<file path="config.mk">
export PLATFORM = sky130hd
export DESIGN_NAME = aes_stream_sequencer_flat
export DESIGN_NICKNAME = d
export VERILOG_FILES = /design/src/rtl/aes_stream_sequencer_if.sv /design/src/rtl/aes_stream_sequencer.sv /design/src/flat_wrapper.sv
export SDC_FILE = /design/constraint.sdc
export NUM_CORES = 1
export LEC_CHECK = 0
export ABC_AREA = 1
export BUFFER_PORTS_ARGS = -buffer_cell sky130_fd_sc_hd__buf_2
export CAP_MARGIN = 20
export CORE_MARGIN = 8
export CORE_UTILIZATION = 30
export DETAILED_ROUTE_END_ITERATION = 10
export PLACE_DENSITY = 0.48
export SLEW_MARGIN = 15
export SYNTH_ARGS = -nofsm -noshare
export SYNTH_HDL_FRONTEND = slang
export SYNTH_SLANG_ARGS = --single-unit
</file>
<file path="constraint.sdc">
create_clock -name clk -period 8 [get_ports clk]
set_input_delay 0.8 -clock clk [delete_from_list [all_inputs] [get_ports clk]]
set_output_delay 0.8 -clock clk [all_outputs]
set_load 0.05 [all_outputs]
</file>
<file path="src/rtl/aes_stream_sequencer_if.sv">
// Command/response handshake bundle for aes_stream_sequencer.
// The master side issues commands and takes responses; the sequencer is the slave.
interface aes_stream_sequencer_if #(
  parameter int KEY_W  = 256,
  parameter int DATA_W = 128,
  parameter int TAG_W  = 4
);
  logic              cmd_valid;
  logic              cmd_ready;
  logic [1:0]        cmd_op;
  logic [1:0]        cmd_key_mode;
  logic [KEY_W-1:0]  cmd_data;
  logic [TAG_W-1:0]  cmd_tag;
  logic              rsp_valid;
  logic              rsp_ready;
  logic [DATA_W-1:0] rsp_data;
  logic [TAG_W-1:0]  rsp_tag;
  logic [1:0]        rsp_err;

  modport master (
    output cmd_valid, cmd_op, cmd_key_mode, cmd_data, cmd_tag, rsp_ready,
    input  cmd_ready, rsp_valid, rsp_data, rsp_tag, rsp_err
  );

  modport slave (
    input  cmd_valid, cmd_op, cmd_key_mode, cmd_data, cmd_tag, rsp_ready,
    output cmd_ready, rsp_valid, rsp_data, rsp_tag, rsp_err
  );
endinterface

</file>
<file path="src/rtl/aes_stream_sequencer.sv">
// Tagged command sequencer driving the AES KeyBus/CipherBus with a buffered response FIFO.
// Optional wait-state watchdog enabled by defining AES_SEQ_TIMEOUT_EN.
module aes_stream_sequencer #(
  parameter int KEY_W       = 256,
  parameter int DATA_W      = 128,
  parameter int TAG_W       = 4,
  parameter int RSP_DEPTH   = 4,
  parameter int TIMEOUT_CYC = 1023
) (
  input  logic                       clk,
  input  logic                       resetN,
  aes_stream_sequencer_if.slave      bus,
  output logic [KEY_W-1:0]           key_i_key,
  output logic [1:0]                 key_i_key_mode,
  output logic                       key_i_start,
  input  logic                       key_o_key_ready,
  output logic [DATA_W-1:0]          cph_i_data,
  output logic                       cph_i_data_valid,
  output logic                       cph_i_ende,
  output logic                       cph_i_enable,
  input  logic                       cph_o_ready,
  input  logic                       cph_o_data_valid,
  input  logic [DATA_W-1:0]          cph_o_data,
  output logic                       busy,
  output logic                       key_loaded,
  output logic [$clog2(RSP_DEPTH):0] rsp_count
);
  localparam int PW = $clog2(RSP_DEPTH);
  localparam int CW = PW + 1;

  typedef enum logic [3:0] {
    IDLE, KEY_START, KEY_GAP, KEY_WAIT, DAT_RDY, DAT_ISSUE, DAT_GAP, DAT_WAIT, PUSH
  } state_t;

  state_t            state, state_nx;
  logic [1:0]        cur_op;
  logic [TAG_W-1:0]  cur_tag;
  logic [DATA_W-1:0] res_data, res_data_nx;
  logic [1:0]        res_err, res_err_nx;
  logic              accept, fifo_push, fifo_pop, tmo_hit;

  logic [DATA_W-1:0] mem_data [RSP_DEPTH];
  logic [TAG_W-1:0]  mem_tag  [RSP_DEPTH];
  logic [1:0]        mem_err  [RSP_DEPTH];
  logic [PW-1:0]     wr_ptr, rd_ptr;

  assign bus.cmd_ready    = (state == IDLE) && (rsp_count < CW'(RSP_DEPTH));
  assign accept           = bus.cmd_ready && bus.cmd_valid;
  assign key_i_start      = (state == KEY_START);
  assign cph_i_data_valid = (state == DAT_ISSUE);
  assign cph_i_enable     = key_loaded;
  assign busy             = (state != IDLE);
  assign fifo_push        = (state == PUSH);

`ifdef AES_SEQ_TIMEOUT_EN
  localparam int TW = $clog2(TIMEOUT_CYC + 1);
  logic [TW-1:0] tmo_cnt;

  // Counter restarts whenever the FSM moves, so it measures time spent in the current wait state.
  always_ff @(posedge clk) begin
    if (!resetN) begin
      tmo_cnt <= '0;
    end else if (state_nx != state) begin
      tmo_cnt <= '0;
    end else if (state inside {KEY_WAIT, DAT_RDY, DAT_WAIT}) begin
      tmo_cnt <= tmo_cnt + 1'b1;
    end
  end

  assign tmo_hit = (tmo_cnt == TW'(TIMEOUT_CYC - 1));
`else
  assign tmo_hit = 1'b0;
`endif

  always_ff @(posedge clk) begin
    if (!resetN) state <= IDLE;
    else         state <= state_nx;
  end

  always_comb begin
    state_nx    = state;
    res_data_nx = res_data;
    res_err_nx  = res_err;
    unique case (state)
      IDLE:      if (accept) state_nx = (bus.cmd_op == 2'b10) ? KEY_START : DAT_RDY;
      KEY_START: state_nx = KEY_GAP;
      KEY_GAP:   state_nx = KEY_WAIT;
      KEY_WAIT: begin
        if (key_o_key_ready) begin
          state_nx    = PUSH;
          res_data_nx = '0;
          res_err_nx  = 2'b00;
        end else if (tmo_hit) begin
          state_nx    = PUSH;
          res_data_nx = '0;
          res_err_nx  = 2'b11;
        end
      end
      // Reserved op and missing key are both resolved here, before any bus activity.
      DAT_RDY: begin
        if (cur_op == 2'b11) begin
          state_nx    = PUSH;
          res_data_nx = '0;
          res_err_nx  = 2'b10;
        end else if (!key_loaded) begin
          state_nx    = PUSH;
          res_data_nx = '0;
          res_err_nx  = 2'b01;
        end else if (cph_o_ready) begin
          state_nx = DAT_ISSUE;
        end else if (tmo_hit) begin
          state_nx    = PUSH;
          res_data_nx = '0;
          res_err_nx  = 2'b11;
        end
      end
      DAT_ISSUE: state_nx = DAT_GAP;
      DAT_GAP:   state_nx = DAT_WAIT;
      DAT_WAIT: begin
        if (cph_o_data_valid) begin
          state_nx    = PUSH;
          res_data_nx = cph_o_data;
          res_err_nx  = 2'b00;
        end else if (tmo_hit) begin
          state_nx    = PUSH;
          res_data_nx = '0;
          res_err_nx  = 2'b11;
        end
      end
      PUSH:    state_nx = IDLE;
      default: state_nx = IDLE;
    endcase
  end

  // Bus drive registers only change on accepted commands so they hold between operations.
  always_ff @(posedge clk) begin
    if (!resetN) begin
      cur_op         <= '0;
      cur_tag        <= '0;
      res_data       <= '0;
      res_err        <= '0;
      key_i_key      <= '0;
      key_i_key_mode <= '0;
      cph_i_data     <= '0;
      cph_i_ende     <= 1'b0;
      key_loaded     <= 1'b0;
    end else begin
      res_data <= res_data_nx;
      res_err  <= res_err_nx;
      if (accept) begin
        cur_op  <= bus.cmd_op;
        cur_tag <= bus.cmd_tag;
        if (bus.cmd_op == 2'b10) begin
          key_i_key      <= bus.cmd_data;
          key_i_key_mode <= bus.cmd_key_mode;
          key_loaded     <= 1'b0;
        end else if (!bus.cmd_op[1] && key_loaded) begin
          cph_i_data <= bus.cmd_data[DATA_W-1:0];
          cph_i_ende <= bus.cmd_op[0];
        end
      end
      if (state == KEY_WAIT && key_o_key_ready) key_loaded <= 1'b1;
    end
  end

  assign fifo_pop      = bus.rsp_valid && bus.rsp_ready;
  assign bus.rsp_valid = (rsp_count != '0);
  assign bus.rsp_data  = bus.rsp_valid ? mem_data[rd_ptr] : '0;
  assign bus.rsp_tag   = bus.rsp_valid ? mem_tag[rd_ptr]  : '0;
  assign bus.rsp_err   = bus.rsp_valid ? mem_err[rd_ptr]  : '0;

  always_ff @(posedge clk) begin
    if (fifo_push) begin
      mem_data[wr_ptr] <= res_data;
      mem_tag[wr_ptr]  <= cur_tag;
      mem_err[wr_ptr]  <= res_err;
    end
  end

  always_ff @(posedge clk) begin
    if (!resetN) begin
      wr_ptr    <= '0;
      rd_ptr    <= '0;
      rsp_count <= '0;
    end else begin
      if (fifo_push) wr_ptr <= wr_ptr + 1'b1;
      if (fifo_pop)  rd_ptr <= rd_ptr + 1'b1;
      if (fifo_push && !fifo_pop)      rsp_count <= rsp_count + 1'b1;
      else if (fifo_pop && !fifo_push) rsp_count <= rsp_count - 1'b1;
    end
  end
endmodule

</file>
<file path="src/flat_wrapper.sv">
// flat-port wrapper written by rule: the top's interface ports become plain ports
module aes_stream_sequencer_flat 
#(
  parameter int KEY_W       = 256,
  parameter int DATA_W      = 128,
  parameter int TAG_W       = 4,
  parameter int RSP_DEPTH   = 4,
  parameter int TIMEOUT_CYC = 1023
)
  (clk, resetN, key_i_key, key_i_key_mode, key_i_start, key_o_key_ready, cph_i_data, cph_i_data_valid, cph_i_ende, cph_i_enable, cph_o_ready, cph_o_data_valid, cph_o_data, busy, key_loaded, rsp_count, bus_cmd_valid, bus_cmd_op, bus_cmd_key_mode, bus_cmd_data, bus_cmd_tag, bus_rsp_ready, bus_cmd_ready, bus_rsp_valid, bus_rsp_data, bus_rsp_tag, bus_rsp_err);
  aes_stream_sequencer_if #(.KEY_W(KEY_W), .DATA_W(DATA_W), .TAG_W(TAG_W)) bus_i ();
  input  logic clk;
  input  logic resetN;
  output logic [KEY_W-1:0] key_i_key;
  output logic [1:0] key_i_key_mode;
  output logic key_i_start;
  input  logic key_o_key_ready;
  output logic [DATA_W-1:0] cph_i_data;
  output logic cph_i_data_valid;
  output logic cph_i_ende;
  output logic cph_i_enable;
  input  logic cph_o_ready;
  input  logic cph_o_data_valid;
  input  logic [DATA_W-1:0] cph_o_data;
  output logic busy;
  output logic key_loaded;
  output logic [$clog2(RSP_DEPTH):0] rsp_count;
  input wire logic [$bits(bus_i.cmd_valid)-1:0] bus_cmd_valid;
  input wire logic [$bits(bus_i.cmd_op)-1:0] bus_cmd_op;
  input wire logic [$bits(bus_i.cmd_key_mode)-1:0] bus_cmd_key_mode;
  input wire logic [$bits(bus_i.cmd_data)-1:0] bus_cmd_data;
  input wire logic [$bits(bus_i.cmd_tag)-1:0] bus_cmd_tag;
  input wire logic [$bits(bus_i.rsp_ready)-1:0] bus_rsp_ready;
  output wire logic [$bits(bus_i.cmd_ready)-1:0] bus_cmd_ready;
  output wire logic [$bits(bus_i.rsp_valid)-1:0] bus_rsp_valid;
  output wire logic [$bits(bus_i.rsp_data)-1:0] bus_rsp_data;
  output wire logic [$bits(bus_i.rsp_tag)-1:0] bus_rsp_tag;
  output wire logic [$bits(bus_i.rsp_err)-1:0] bus_rsp_err;
  assign bus_i.cmd_valid = bus_cmd_valid;
  assign bus_i.cmd_op = bus_cmd_op;
  assign bus_i.cmd_key_mode = bus_cmd_key_mode;
  assign bus_i.cmd_data = bus_cmd_data;
  assign bus_i.cmd_tag = bus_cmd_tag;
  assign bus_i.rsp_ready = bus_rsp_ready;
  assign bus_cmd_ready = bus_i.cmd_ready;
  assign bus_rsp_valid = bus_i.rsp_valid;
  assign bus_rsp_data = bus_i.rsp_data;
  assign bus_rsp_tag = bus_i.rsp_tag;
  assign bus_rsp_err = bus_i.rsp_err;
  aes_stream_sequencer #(.KEY_W(KEY_W), .DATA_W(DATA_W), .TAG_W(TAG_W), .RSP_DEPTH(RSP_DEPTH), .TIMEOUT_CYC(TIMEOUT_CYC)) u_core (.clk(clk), .resetN(resetN), .bus(bus_i), .key_i_key(key_i_key), .key_i_key_mode(key_i_key_mode), .key_i_start(key_i_start), .key_o_key_ready(key_o_key_ready), .cph_i_data(cph_i_data), .cph_i_data_valid(cph_i_data_valid), .cph_i_ende(cph_i_ende), .cph_i_enable(cph_i_enable), .cph_o_ready(cph_o_ready), .cph_o_data_valid(cph_o_data_valid), .cph_o_data(cph_o_data), .busy(busy), .key_loaded(key_loaded), .rsp_count(rsp_count));
endmodule
</file>
# Word level (Yosys, flattened, before mapping)
# Memory sizes are Yosys's and may differ from the RTL's. A register that Yosys moved wholly into a read port is not among the register bits.
# Index checks and enable logic that the tools add are counted.
# word_totals
register_bits	535
word_cells	93
inputBits	399
ram_bits	536
memories	3
# mem_list
name	depth	width	read_ports	rd_ports_with_merged_regs	write_ports	line_no	source
u_core.mem_data	4	128	1	1	1	aes_stream_sequencer.sv:42	logic [DATA_W-1:0] mem_data [RSP_DEPTH];
u_core.mem_tag	4	4	1	1	1	aes_stream_sequencer.sv:43	logic [TAG_W-1:0] mem_tag [RSP_DEPTH];
u_core.mem_err	4	2	1	1	1	aes_stream_sequencer.sv:44	logic [1:0] mem_err [RSP_DEPTH];
# classes
n_lt_le_gt_ge	1
n_eq_ne	15
reduce_logical	22
n_mux	34
bitwise_logic	1
n_addsub	4
# op_table
op	count
$mux W128	5
$pmux W128 S3	1
$pmux W4 S8	1
$mux W4	7
$mux W2	11
$eq A4 B3 Y1 const B	4
$mux W3	3
$eq A4 B2 Y1 const B	2
$reduce_and A4 Y1	2
$logic_and A1 B1 Y1	7
$pmux W2 S3	1
$reduce_bool A2 Y1	3
$reduce_bool A3 Y1	2
$mux W1	5
$add A2 B1 Y2 const B	2
$eq A2 B2 Y1 const B	2
$eq A4 B1 Y1 const B	1
$eq A4 B4 Y1 const B	1
$logic_not A4 Y1	1
$ne A2 B2 Y1 const B	2
$ne A4 B4 Y1 const B	1
$reduce_and A2 Y1	2
$reduce_bool A4 Y1	1
$add A3 B1 Y3 const B	1
other kinds (7)	9

# Longest topological paths before layout
# depth
depth_word	5
depth_mapped	12

# Worst setup path before layout
# No wires, ideal clock.
# synth_timing
path_type	register to register
from	register u_core.state[1]
to	memory u_core.mem_data[0][0] (enable)
required_time_ns	7.370
path_stages_with_launch	4
arrival_ns	6.340
setup_slack_ns	1.031
path_cell_list	dfxtp_1 -> nor2_4 -> nand3_1 -> nor2_1
# synth_between
elab_chain_cells	3
# synth_lines
element	line_no	source
start: declaration	aes_stream_sequencer.sv:35	state_t state, state_nx;
start signal: assignment	aes_stream_sequencer.sv:77	else state <= state_nx;
$eq A4 B4 Y1	aes_stream_sequencer.sv:53	assign fifo_push = (state == PUSH);
$mux W1	aes_stream_sequencer.sv:173	if (fifo_push) begin
$mux W1 (not written as such)	aes_stream_sequencer.sv:174	mem_data[wr_ptr] <= res_data;
end: declaration	aes_stream_sequencer.sv:42	
# No other way between the ends.

==> results.cfg <==
[critical_path]
cpMostUsedCell = nor2_1
criticalPathCategory = reg2out
cp_data_arrival_time_ns = 4.09
end_kind = output port
reg2regPathDepth = 10
critPathLaunchType = register
cp_max_fo = 186
path_cells = buf_4, buf_12, nor2_1, nor2_1, o21ai_0, a21oi_1, buf_2
r2r-end = u_core.key_i_key[80]$_SDFFE_PN0P_
rrSetupSlack_ns = 4.43
r2r_start = u_core.state[1]$_SDFFE_PN0P_
required_ns = 7.20
cp_slowest_cell = dfxtp_4
max_stage_delay_ns = 0.64

[power]
leakagePower_nw = 21.02
ir_drop_uv = 238.6
powerDensity_mw_per_mm2 = 392.4

[timing]
whs_ns = 0.2831
setup-tns-final_ns = 0
drv_slew = 0
setup-violations-final = 0
finalCriticalPeriod_ns = 4.891
final.setup_skew_ns = 0.03499
finalHoldViolCount = 0
grt_setup_unrepaired = false
max_slew_margin = 0.05238
max_freq_mhz = 204.5
worst_pin_slew_ns = 1.421
finalCritPeriodShare = 0.6113

[clock_network]
h-tree-depth = 3
holdBufCountCts = 0
numClockSinks = 1073
cts_buffers = 116
root_buffer = clkbuf_16
cts_resized = 0
clockBufferDepth = 3
clock_latency_ns = 0.72
cts_tree = built
cts_setup_buffers = 0
path_clk_slew_ns = 0.06

[yosys]
yosysSeqAreaShare = 0.6682
synthSimpleGateAreaFrac = 0.1917
synth_compound_area_frac = 0.1018
yosys.area_share.adder = 0.002056
synthXorXnorAreaFrac = 0.0002180
synth_mux_area_frac = 0
syn_avg_cell_area_sq_um = 9.464
syn-num-nets = 4650
ys_warn_count = 0
synthesis.area_sq_mm = 0.04017
synthDistinctLibCells = 27
syn_inst = 4245
synth_top_family_by_area = simple AND/OR/NAND/NOR gates
ys_ff_latch = 1073

[cells_and_area]
multi_input_comb_area_sq_mm = 0.01193
regArea_sq_mm = 0.02685
n_fill_cell = 13660
nNetsFinal = 5436
syn_to_final_growth_pct = 25.09
drive_gt1_frac = 0.2279
final_util = 0.3775
mostFrequentLayoutCells = nor2_1 (1585), buf_2 (928), o21ai_0 (562)
layout_commonest_cell = nor2_1

[worst_hold_path]
hold_path_depth = 3
min_path_type = in2reg
holdPathEnd = u_core.key_i_key[138]$_SDFFE_PN0P_
hp-start = bus_cmd_data[138]

[grt]
use_met3 = 0.08715
grt_pass1_vias = 31120
busiest_layer = met2
use_met2 = 0.3377
use_met1 = 0.2301
grt-ovfl-total = 0
grt_max_degree = 225
grt_pass1_wl_mm = 223.0
antenna_found_initial = 107
track_usage = 0.2045

[floorplanning]
core_area_sq_mm = 0.1331
die_area_sq_mm = 0.1459
start_util = 0.3018
rows = 134
die_x_um = 381.9
ios = 930
die_y_um = 381.9

[place]
place.gp.congestion = 0.8770
io_buffers = 929
hpwl_mm = 104.6

[run]
maxCapViolCount = 0

[detailed_routing]
antenna_left = 0
drc = 0
drt_iter0_drc = 2186
vias_per_cell = 4.636
routed_wl_mm = 157.2
drtPass1Iterations = 5
dr_total_vias = 32220
post_drt_wl_per_cell_um = 22.62

[status]
status = finished clean
## cells by family after synthesis
| family | count (synthesis) |
|---|---|
| AND/OR/NAND/NOR | 2023 |
| XOR/XNOR | 1 |
| flip-flops | 1073 |
| adder cells (fa/ha/maj) | 6 |
| buffers and inverters | 325 |
| AO/OA/AOI/OAI | 817 |
## registers in the layout (all words and copies together), names as in the netlist, 3 cells and up, named ones only
signal / count
u_core.mem_data: 512
u_core.state: 4
u_core.key_i_key: 256
u_core.cph_i_data: 128
u_core.mem_err: 8
u_core.mem_tag: 16
u_core.cur_tag: 4
u_core.res_data: 128
u_core.rsp_count: 3
## cells in the mapped netlist (all sizes together)
| master | count | area share |
|---|---|---|
| nand2 | 415 | 0.040 |
| ha | 5 | 0.0016 |
| o21ai | 670 | 0.083 |
| nor3 | 4 | 0.00062 |
| inv | 37 | 0.0035 |
| fa | 1 | 0.00050 |
| buf | 130 | 0.018 |
| xor2 | 1 | 0.00022 |
| dfxtp | 537 | 0.27 |
| nand3 | 9 | 0.0011 |
| a21oi | 147 | 0.018 |
| clkbuf | 158 | 0.015 |
| nor2 | 1595 | 0.15 |
| edfxtp | 536 | 0.40 |
## critical path, delay by kind of cell (launching register included)
kind / cells / cell delay [ns]
buf+inv: 3 / 1.57
flops: 1 / 0.64
simple gates: 2 / 0.22
compound gates: 2 / 0.55
## report_power, final
group | switching, mW | leakage [nW] | internal, mW | total [mW]
combinational | 5.38 | 9.75 | 1.40 | 6.78
sequential | 0.572 | 9.31 | 6.82 | 7.40
clock | 2.30 | 1.96 | 3.24 | 5.54
## worst max path at each step
stage / from / end / slack (ns) / cells past startpoint
after global placement: u_core.rsp_count[2]$_SDFFE_PN0P_ / bus_rsp_data[47] / 3.86 / 4
after floorplan: u_core.state[1]$_SDFFE_PN0P_ / u_core.mem_data[0][0]$_DFFE_PP_ / 1.03 / 3
after CTS: register / bus_rsp_data[116] / 3.05 / 7
final: register / bus_rsp_data[44] / 3.11 / 7
after detailed placement: register / bus_rsp_data[116] / 3.89 / 7
after global routing: register / bus_rsp_data[44] / 2.93 / 7
## area by class of cell
type	instances	share of cell area
timing repair buffer	956	0.09979
antenna	48	0.002390
sequential	1073	0.5343
inverter	37	0.003311
clock buffer	152	0.06344
tap	1768	0.04402
multi-input combinational	2847	0.2373
clock inverter	69	0.01541
## per-layer routing
layer / wire length (um) / part of all wire
met5: 611 / 0.0039
met4: 7422 / 0.047
met3: 15400 / 0.098
met2: 73950 / 0.47
met1: 59840 / 0.38
## per-stage QoR
stage	cell area, sq um	worst slack, ns	total power, mW	instances
6_report	50250	3.109	19.72	6950
3_3_place_gp	46120	3.855	14.33	6679
3_5_place_dp	46140	3.888	14.40	6680
4_1_cts	50110	3.045	20.00	6901
5_1_grt	50170	2.931	20.67	6917
2_1_floorplan	40170	1.031	12.13	4245
Power figures use the tool's default switching activity.
